`src/rtl/shift_right_pipe_32_pkg.sv`:
```
// Shared ALU shift definitions: operation encodings, datapath widths and
// the fill-bit helper used at the head of the right-shift pipeline.
package shift_right_pipe_32_pkg;

    localparam int DATA_W  = 32;
    localparam int SHAMT_W = 5;

    localparam logic SHIFT_SRL = 1'b0;
    localparam logic SHIFT_SRA = 1'b1;

    // Bit shifted into vacated MSBs; computed once from the unshifted operand.
    function automatic logic fill_bit(input logic arith, input logic msb);
        return (arith == SHIFT_SRA) & msb;
    endfunction

endpackage

```
`src/rtl/shift_right_pipe_32_stage.sv`:
```
// One pipeline stage of the right shifter: conditional shift by STEP on the
// way into the register, plus valid/data/tag holding and local advance.
module shift_right_stage
    import shift_right_pipe_32_pkg::*;
#(
    parameter int STEP  = 1,
    parameter int TAG_W = 5
) (
    input  logic               clock,
    input  logic               reset_n,
    input  logic               up_valid,
    input  logic [DATA_W-1:0]  up_data,
    input  logic [SHAMT_W-1:0] up_shamt,
    input  logic               up_fill,
    input  logic [TAG_W-1:0]   up_tag,
    input  logic               down_adv,
    output logic               adv,
    output logic               valid,
    output logic [DATA_W-1:0]  data,
    output logic [SHAMT_W-1:0] shamt,
    output logic               fill,
    output logic [TAG_W-1:0]   tag
);

    localparam int BIT = $clog2(STEP);

    logic               valid_reg;
    logic [DATA_W-1:0]  data_reg;
    logic [SHAMT_W-1:0] shamt_reg;
    logic               fill_reg;
    logic [TAG_W-1:0]   tag_reg;
    logic [DATA_W-1:0]  shifted;

    always_comb begin
        shifted = up_data;
        if (up_shamt[BIT]) begin
            shifted = {{STEP{up_fill}}, up_data[DATA_W-1:STEP]};
        end
    end

    // Register may load when it is empty or its content moves on this cycle.
    assign adv = down_adv | ~valid_reg;

    always_ff @(posedge clock or negedge reset_n) begin
        if (!reset_n) begin
            valid_reg <= 1'b0;
            data_reg  <= '0;
            shamt_reg <= '0;
            fill_reg  <= 1'b0;
            tag_reg   <= '0;
        end else if (adv) begin
            valid_reg <= up_valid;
            if (up_valid) begin
                data_reg  <= shifted;
                shamt_reg <= up_shamt;
                fill_reg  <= up_fill;
                tag_reg   <= up_tag;
            end
        end
    end

    assign valid = valid_reg;
    assign data  = data_reg;
    assign shamt = shamt_reg;
    assign fill  = fill_reg;
    assign tag   = tag_reg;

endmodule

```
`src/rtl/shift_right_pipe_32.sv`:
```
// Five-stage pipelined 32-bit logical/arithmetic right shifter with
// valid/ready handshakes and a sideband tag carried in order with each result.
module shift_right_pipe_32
    import shift_right_pipe_32_pkg::*;
#(
    parameter int TAG_W = 5
) (
    input  logic               clock,
    input  logic               reset_n,
    input  logic               in_valid,
    output logic               in_ready,
    input  logic [DATA_W-1:0]  in_data,
    input  logic [SHAMT_W-1:0] in_shamt,
    input  logic               in_arith,
    input  logic [TAG_W-1:0]   in_tag,
    output logic               out_valid,
    input  logic               out_ready,
    output logic [DATA_W-1:0]  out_data,
    output logic [TAG_W-1:0]   out_tag
);

    // Index 0 is the input port; index k+1 is the register of stage k.
    logic               valid_chain [0:SHAMT_W];
    logic [DATA_W-1:0]  data_chain  [0:SHAMT_W];
    logic [SHAMT_W-1:0] shamt_chain [0:SHAMT_W];
    logic               fill_chain  [0:SHAMT_W];
    logic [TAG_W-1:0]   tag_chain   [0:SHAMT_W];
    logic               adv_chain   [0:SHAMT_W-1];
    logic [SHAMT_W-1:0] down_adv;

    assign valid_chain[0] = in_valid;
    assign data_chain[0]  = in_data;
    assign shamt_chain[0] = in_shamt;
    assign fill_chain[0]  = fill_bit(in_arith, in_data[DATA_W-1]);
    assign tag_chain[0]   = in_tag;

    // Downstream readiness derived from valid bits alone, so the advance
    // chain is a flat OR-reduction rather than a stage-to-stage loop.
    always_comb begin
        down_adv = '0;
        down_adv[SHAMT_W-1] = out_ready;
        for (int k = SHAMT_W - 2; k >= 0; k--) begin
            down_adv[k] = down_adv[k+1] | ~valid_chain[k+2];
        end
    end

    generate
        for (genvar gi = 0; gi < SHAMT_W; gi++) begin : g_stage
            shift_right_stage #(
                .STEP  (1 << gi),
                .TAG_W (TAG_W)
            ) u_stage (
                .clock    (clock),
                .reset_n  (reset_n),
                .up_valid (valid_chain[gi]),
                .up_data  (data_chain[gi]),
                .up_shamt (shamt_chain[gi]),
                .up_fill  (fill_chain[gi]),
                .up_tag   (tag_chain[gi]),
                .down_adv (down_adv[gi]),
                .adv      (adv_chain[gi]),
                .valid    (valid_chain[gi+1]),
                .data     (data_chain[gi+1]),
                .shamt    (shamt_chain[gi+1]),
                .fill     (fill_chain[gi+1]),
                .tag      (tag_chain[gi+1])
            );
        end
    endgenerate

    assign in_ready  = adv_chain[0] & reset_n;
    assign out_valid = valid_chain[SHAMT_W];
    assign out_data  = data_chain[SHAMT_W];
    assign out_tag   = tag_chain[SHAMT_W];

endmodule

```
`config.mk`:
```
export PLATFORM = sky130hd
export DESIGN_NAME = shift_right_pipe_32
export DESIGN_NICKNAME = d
export VERILOG_FILES = /design/src/rtl/shift_right_pipe_32_pkg.sv /design/src/rtl/shift_right_pipe_32_stage.sv /design/src/rtl/shift_right_pipe_32.sv
export SDC_FILE = /design/constraint.sdc
export NUM_CORES = 1
export LEC_CHECK = 0
export CAP_MARGIN = 0
export CORE_ASPECT_RATIO = 0.7
export CORE_MARGIN = 10
export CORE_UTILIZATION = 30
export CTS_BUF_LIST = sky130_fd_sc_hd__clkbuf_16
export CTS_CLUSTER_DIAMETER = 100
export DETAILED_ROUTE_END_ITERATION = 12
export PLACE_DENSITY = 0.57
export SETUP_SLACK_MARGIN = 0.1
export SLEW_MARGIN = 20
export SYNTH_ARGS = -nofsm -noshare
export SYNTH_HDL_FRONTEND = slang
export SYNTH_HIERARCHICAL = 1
export SYNTH_SLANG_ARGS = --single-unit
```
`constraint.sdc`:
```
create_clock -name clock -period 5.9 [get_ports clock]
set_input_delay 1.77 -clock clock [delete_from_list [all_inputs] [get_ports clock]]
set_output_delay 1.77 -clock clock [all_outputs]
set_load 0.01 [all_outputs]
```
==> results.ini <==
[critical_path]
critPathKind = input port to primary output
critPathRequiredTime_ps = 4130
cp_slowest_cell = clkdlybuf4s50_1
cp_cell_sequence = clkdlybuf4s50_1 > nor2b_4 > nand4_1 > nand2b_4 > and2_1 > clkdlybuf4s50_1
cp_common_cell = clkdlybuf4s50_1
cp-start-kind = input port
worst-path-max-fanout = 4
max_stage_delay_ps = 510
cp.arrival_ps = 3580
crit_path_end_kind = primary output

[clocking]
cts_buffers = 21
cts_num_sinks = 204
post-cts-setup-buffers = 0
cts_resized = 0
insertion_delay_ps = 510
cts_tree = yes
clk_pin_slew_worst_paths_ps = 60
htree_levels = 1
cts_root_buf = clkbuf_16
cts_buffer_depth = 3
ctsHoldBuffers = 0

[route]
drc = 0
viasPerCell = 4.87
drt_iter0_drc = 525
wl_um = 22500
wire_per_inst_um = 17.2
drtAntennaViolNets = 0
num_vias = 6384
drtPass1Iterations = 4

[cells_and_area]
final_area_um2 = 11400
antenna_cells = 0
fin_util_pct = 35.2
multiInputGateArea_um2 = 4080
drive_gt1_share_pct = 14.2
nFillCells = 3261
seqCellArea_um2 = 5110
area_delta_synth_final_pct = 15.5
final_nets = 919
largest_register_ffs = 160

[synth]
synthesis.nets = 884
yosysWarnings = 6
syn-cell-area_um2 = 9880
syn_area_per_cell_um2 = 11.8
syn-instance-count = 837

[place]
preCtsSetupSlack_ps = 591
routabilityCongestion = 0.760
placed_cell_area_um2 = 10800
dp_hpwl_um = 15300
numPortBuffers = 85

[job]
maxCapViolCount = 0

[sta]
finalSetupViolCount = 0
slew_viol_final = 0
rsz0062_at_grt = false
max_freq_mhz = 187
worst_slew_pin_slew_ps = 1020
period_minus_slack_ps = 5350
maxSlewHeadroom_pct = 31.7
timing.final.crit_share_pct = 90.7
timing_hold_violations_final = 0
fin_ws_ps = 548
finalSetupTns_ps = 0
clock_skew_ps = 22.0

[hold_path]
hold_class = flop to flop

[grt]
grt.total_usage_pct = 10.7
grt_pass1_vias = 6154
grt-ovfl-total = 0
grt_first_pass_wirelength_um = 35900
antenna_found_initial = 0
grt_start_max_net_pins = 78

[die]
die_w_um = 237
die_area_um2 = 40700
die_h_um = 172
core_um2 = 32400
num_io_pins = 86
initial_utilization_pct = 30.5
rows = 55

[pwr]
power_leakage_nw = 4.95
power_density_nw_per_um2 = 460
vdd.ir_drop.worst_v = 0.000220

[run_status]
status = complete, no violations

## report_power, final
group / total, mW / switching (mW) / leakage [nW] / internal (mW)
Sequential: 2.25 / 0.359 / 2.27 / 1.89
Combinational: 1.77 / 0.855 / 2.35 / 0.916
Clock: 1.23 / 0.540 / 0.326 / 0.689
## area by class of cell
cell class,instances,area share (%)
clock buffer,21,4.60
tap,427,4.68
multi-input combinational,514,35.7
clock inverter,15,0.833
inverter,31,1.02
timing repair buffer,100,8.39
sequential,204,44.7
## per-stage QoR
| step | hold WS (ps) | instances | total power [mW] |
|---|---|---|---|
| after floorplan | 460 | 837 | 3.42 |
| after global placement | 491 | 1276 | 4.02 |
| after detailed placement | 495 | 1276 | 4.06 |
| after CTS | 508 | 1312 | 5.31 |
| final | 504 | 1312 | 5.25 |
| after global routing | 518 | 1312 | 5.59 |
## path summary, 6_finish.rpt
kind	startpoint	endpoint	slack [ps]	cells past startpoint
min in group asynchronous	reset_n	g_stage[2].u_stage/data[10]	1470	2
worst max-delay path	out_ready	in_ready	550	6
worst min-delay path	g_stage[3].u_stage/tag[4]	g_stage[4].u_stage/tag[4]	500	1
max in group asynchronous	reset_n	g_stage[3].u_stage/tag[3]	2980	3
worst min register to register	g_stage[3].u_stage/tag[4]	g_stage[4].u_stage/tag[4]	500	1
worst max register to register	g_stage[1].u_stage/valid	g_stage[0].u_stage/tag[4]	3450	6
## placed cells by master (no fill, tap or decap), types with 2 or more instances in the layout
cell type / count
nand2b_4: 2
nand2b_2: 3
a21oi_1: 130
nand2_8: 2
nand2_4: 2
nand2_1: 4
buf_2: 2
mux2_4: 46
clkinv_1: 3
clkinv_2: 3
and2_1: 2
nand2_2: 2
inv_1: 37
a31oi_1: 130
buf_4: 15
dfrtp_1: 203
nand2b_1: 5
clkbuf_16: 21
mux2_2: 22
o21ai_0: 30
mux2i_1: 130
clkdlybuf4s50_1: 82
## metal layers
metal / wire length [um] / global-route usage [%] / up-vias
li1: - / - / 3170
met1: 12700 / 17.7 / 3062
met2: 8210 / 13.2 / 125
met3: 1210 / 2.76 / 27
met4: 342 / 1.93 / 0
met5: 0 / 0 / -
## critical path: cells and delay by family
family                 cells  cell delay (ps)
buffers and inverters      2              980
and+or+nand+nor            4              820
(Power assumes the default switching activity.)
==> variant, RTL diff (same flow settings) <==
Reset style: synchronous (`reset_n`), changed in one clocked block.
--- a/src/rtl/shift_right_pipe_32_stage.sv
+++ b/src/rtl/shift_right_pipe_32_stage.sv
@@ -41,7 +41,7 @@
     // Register may load when it is empty or its content moves on this cycle.
     assign adv = down_adv | ~valid_reg;
 
-    always_ff @(posedge clock or negedge reset_n) begin
+    always_ff @(posedge clock) begin
         if (!reset_n) begin
             valid_reg <= 1'b0;
             data_reg  <= '0;
Function: differs if reset_n is asserted again (counterexample within 10 cycles, from zero or initial values and one cycle with reset_n low); with reset_n held inactive, the same outputs for 10 cycles.
==> variant against the unedited design <==
  * Hold slack lost 50 ps
  * Area after synthesis down 11%
  * Count of clock-buffer cells in the layout up 1
  * Critical path type unchanged
  * Final area is 9.7% lower
  * Setup slack better by 120 ps
  * Wire length down 8.8%
  * Register-to-register slack improved by 240 ps
  * Fmax is 2.3% higher
  * Sequential cell count unchanged
  * Utilization up 0.37 points
  * Global-route usage grew 0.13 points
Power is not compared: it rests on default switching activity, and its combinational part moved more than twofold at a synthesized area within 25%.
==> variant: results (changes against the unedited design) <==
status = finished, final reports clean
total number of vias = 5793 (-9.3%)
R2R Setup Slk = 3690 ps (+240 ps)
worst r2r src = g_stage[1].u_stage/valid
Mapped Nets = 809 (-8.5%)
placed cell areas = 9607 sq um (-11%)
GPL Wtd Cong = 0.7292 (-4.0%)
Crit path largest cell delay = 480 ps (-30 ps)
RR Endpoint = g_stage[0].u_stage/data[25]
H-tree lvl count = 1 (unchanged)
min-delay src = g_stage[2].u_stage/tag[4]
first-pass GRT wire length = 32.97 mm (-8.2%)
Hold/Removal Path Class = reg2reg
CTS max path bufs = 3 (unchanged)
Fill cells = 2869 (-12%)
CP max-delay cell = clkdlybuf4s50_1
Slew headroom = 0.3065 (-0.01044)
max reg flops = 160 (unchanged)
GR Util All Layers = 0.1086 (+0.001300)
Setup Skew = 30.12 ps (+8.088 ps)
initial antenna violation count = 1 (+1)
pin count of the biggest net entering global routing = 94 (+21%)
share of cells above drive strength 1 = 0.1328 (-0.009532)
DR iter-0 viols = 386 (-26%)
crit path DAT = 3460 ps (-120 ps)
# port buffers = 85 (unchanged)
Nets = 845 (-8.1%)
vias in the first global route = 5868 (-4.6%)
Worst Reg-to-Reg Cells = 4 (-2)
root buf cell = clkbuf_16
cts bufs inserted = 22 (+4.8%)
routed wire length = 20.53 mm (-8.8%)
crit path max fanout = 15 (+11)
DP HPWL = 14.49 mm (-5.5%)
==> variant: cell types whose count changed in the layout (fill, tap and decap cells not counted), sizes merged, moves of 27 or more <==
cell     change
a21oi      -106
a31oi      -130
dfrtp      -204
dfxtp      +204
mux2        -69
nand2       +44
nand4       +27
o2bb2ai    +160
==> variant: per-layer routing <==
layer  routed length [um]  GRT usage  part of all wire  up-vias
met5                    0          0                 0        -
met4                  334    0.02280             0.016        0
met3                  864    0.02455             0.042       24
met2                 8689     0.1622              0.42       78
met1                10650     0.1556              0.52     2752
li1                     -          -                 -     2939
==> variant: metrics by stage <==
step           setup slack (ps)  total power, mW  hold WS (ps)  instances    util
3_3_place_gp              658.9            1.639         445.6       1152  0.3318
6_report                  670.6            2.935         455.0       1192  0.3558
5_1_grt                   580.4            3.048         476.2       1191  0.3557
2_1_floorplan              1542            1.589         431.7        762       -
4_1_cts                   656.8            2.974         460.9       1191  0.3557
3_5_place_dp              666.7            1.640         447.4       1152  0.3318
==> variant: cell type report <==
class                   instances  share of cell area
well taps                     378             0.04591
clock inverters                17             0.01385
flip-flops and latches        204              0.3966
repair buffers                 92             0.08671
diodes                          1           0.0002429
inverters                       8            0.002915
multi-input cells             470              0.4003
clock buffers                  22             0.05344
==> variant: power groups by stage <==
stage          combinational, mW  clock [mW]  sequential, mW
6_report                   0.164        1.33            1.44
3_3_place_gp               0.165           0            1.47
5_1_grt                    0.180        1.42            1.45
3_5_place_dp               0.166           0            1.47
4_1_cts                    0.166        1.36            1.44
2_1_floorplan              0.135           0            1.45
==> variant: worst min path at each step <==
stage	endpoint	slack [ps]	cells past startpoint
finish	g_stage[3].u_stage/tag[4]	450	2
CTS	g_stage[3].u_stage/tag[4]	460	2
floorplan	g_stage[2].u_stage/data[7]	430	1
detailed placement	g_stage[3].u_stage/data[15]	450	1
global placement	g_stage[3].u_stage/data[15]	450	1
global route	g_stage[3].u_stage/tag[4]	480	2
==> variant: critical path: cells and delay by family <==
kind / cells / cell delay [ps]
buffers and inverters: 2 / 940
AND/OR/NAND/NOR: 4 / 740
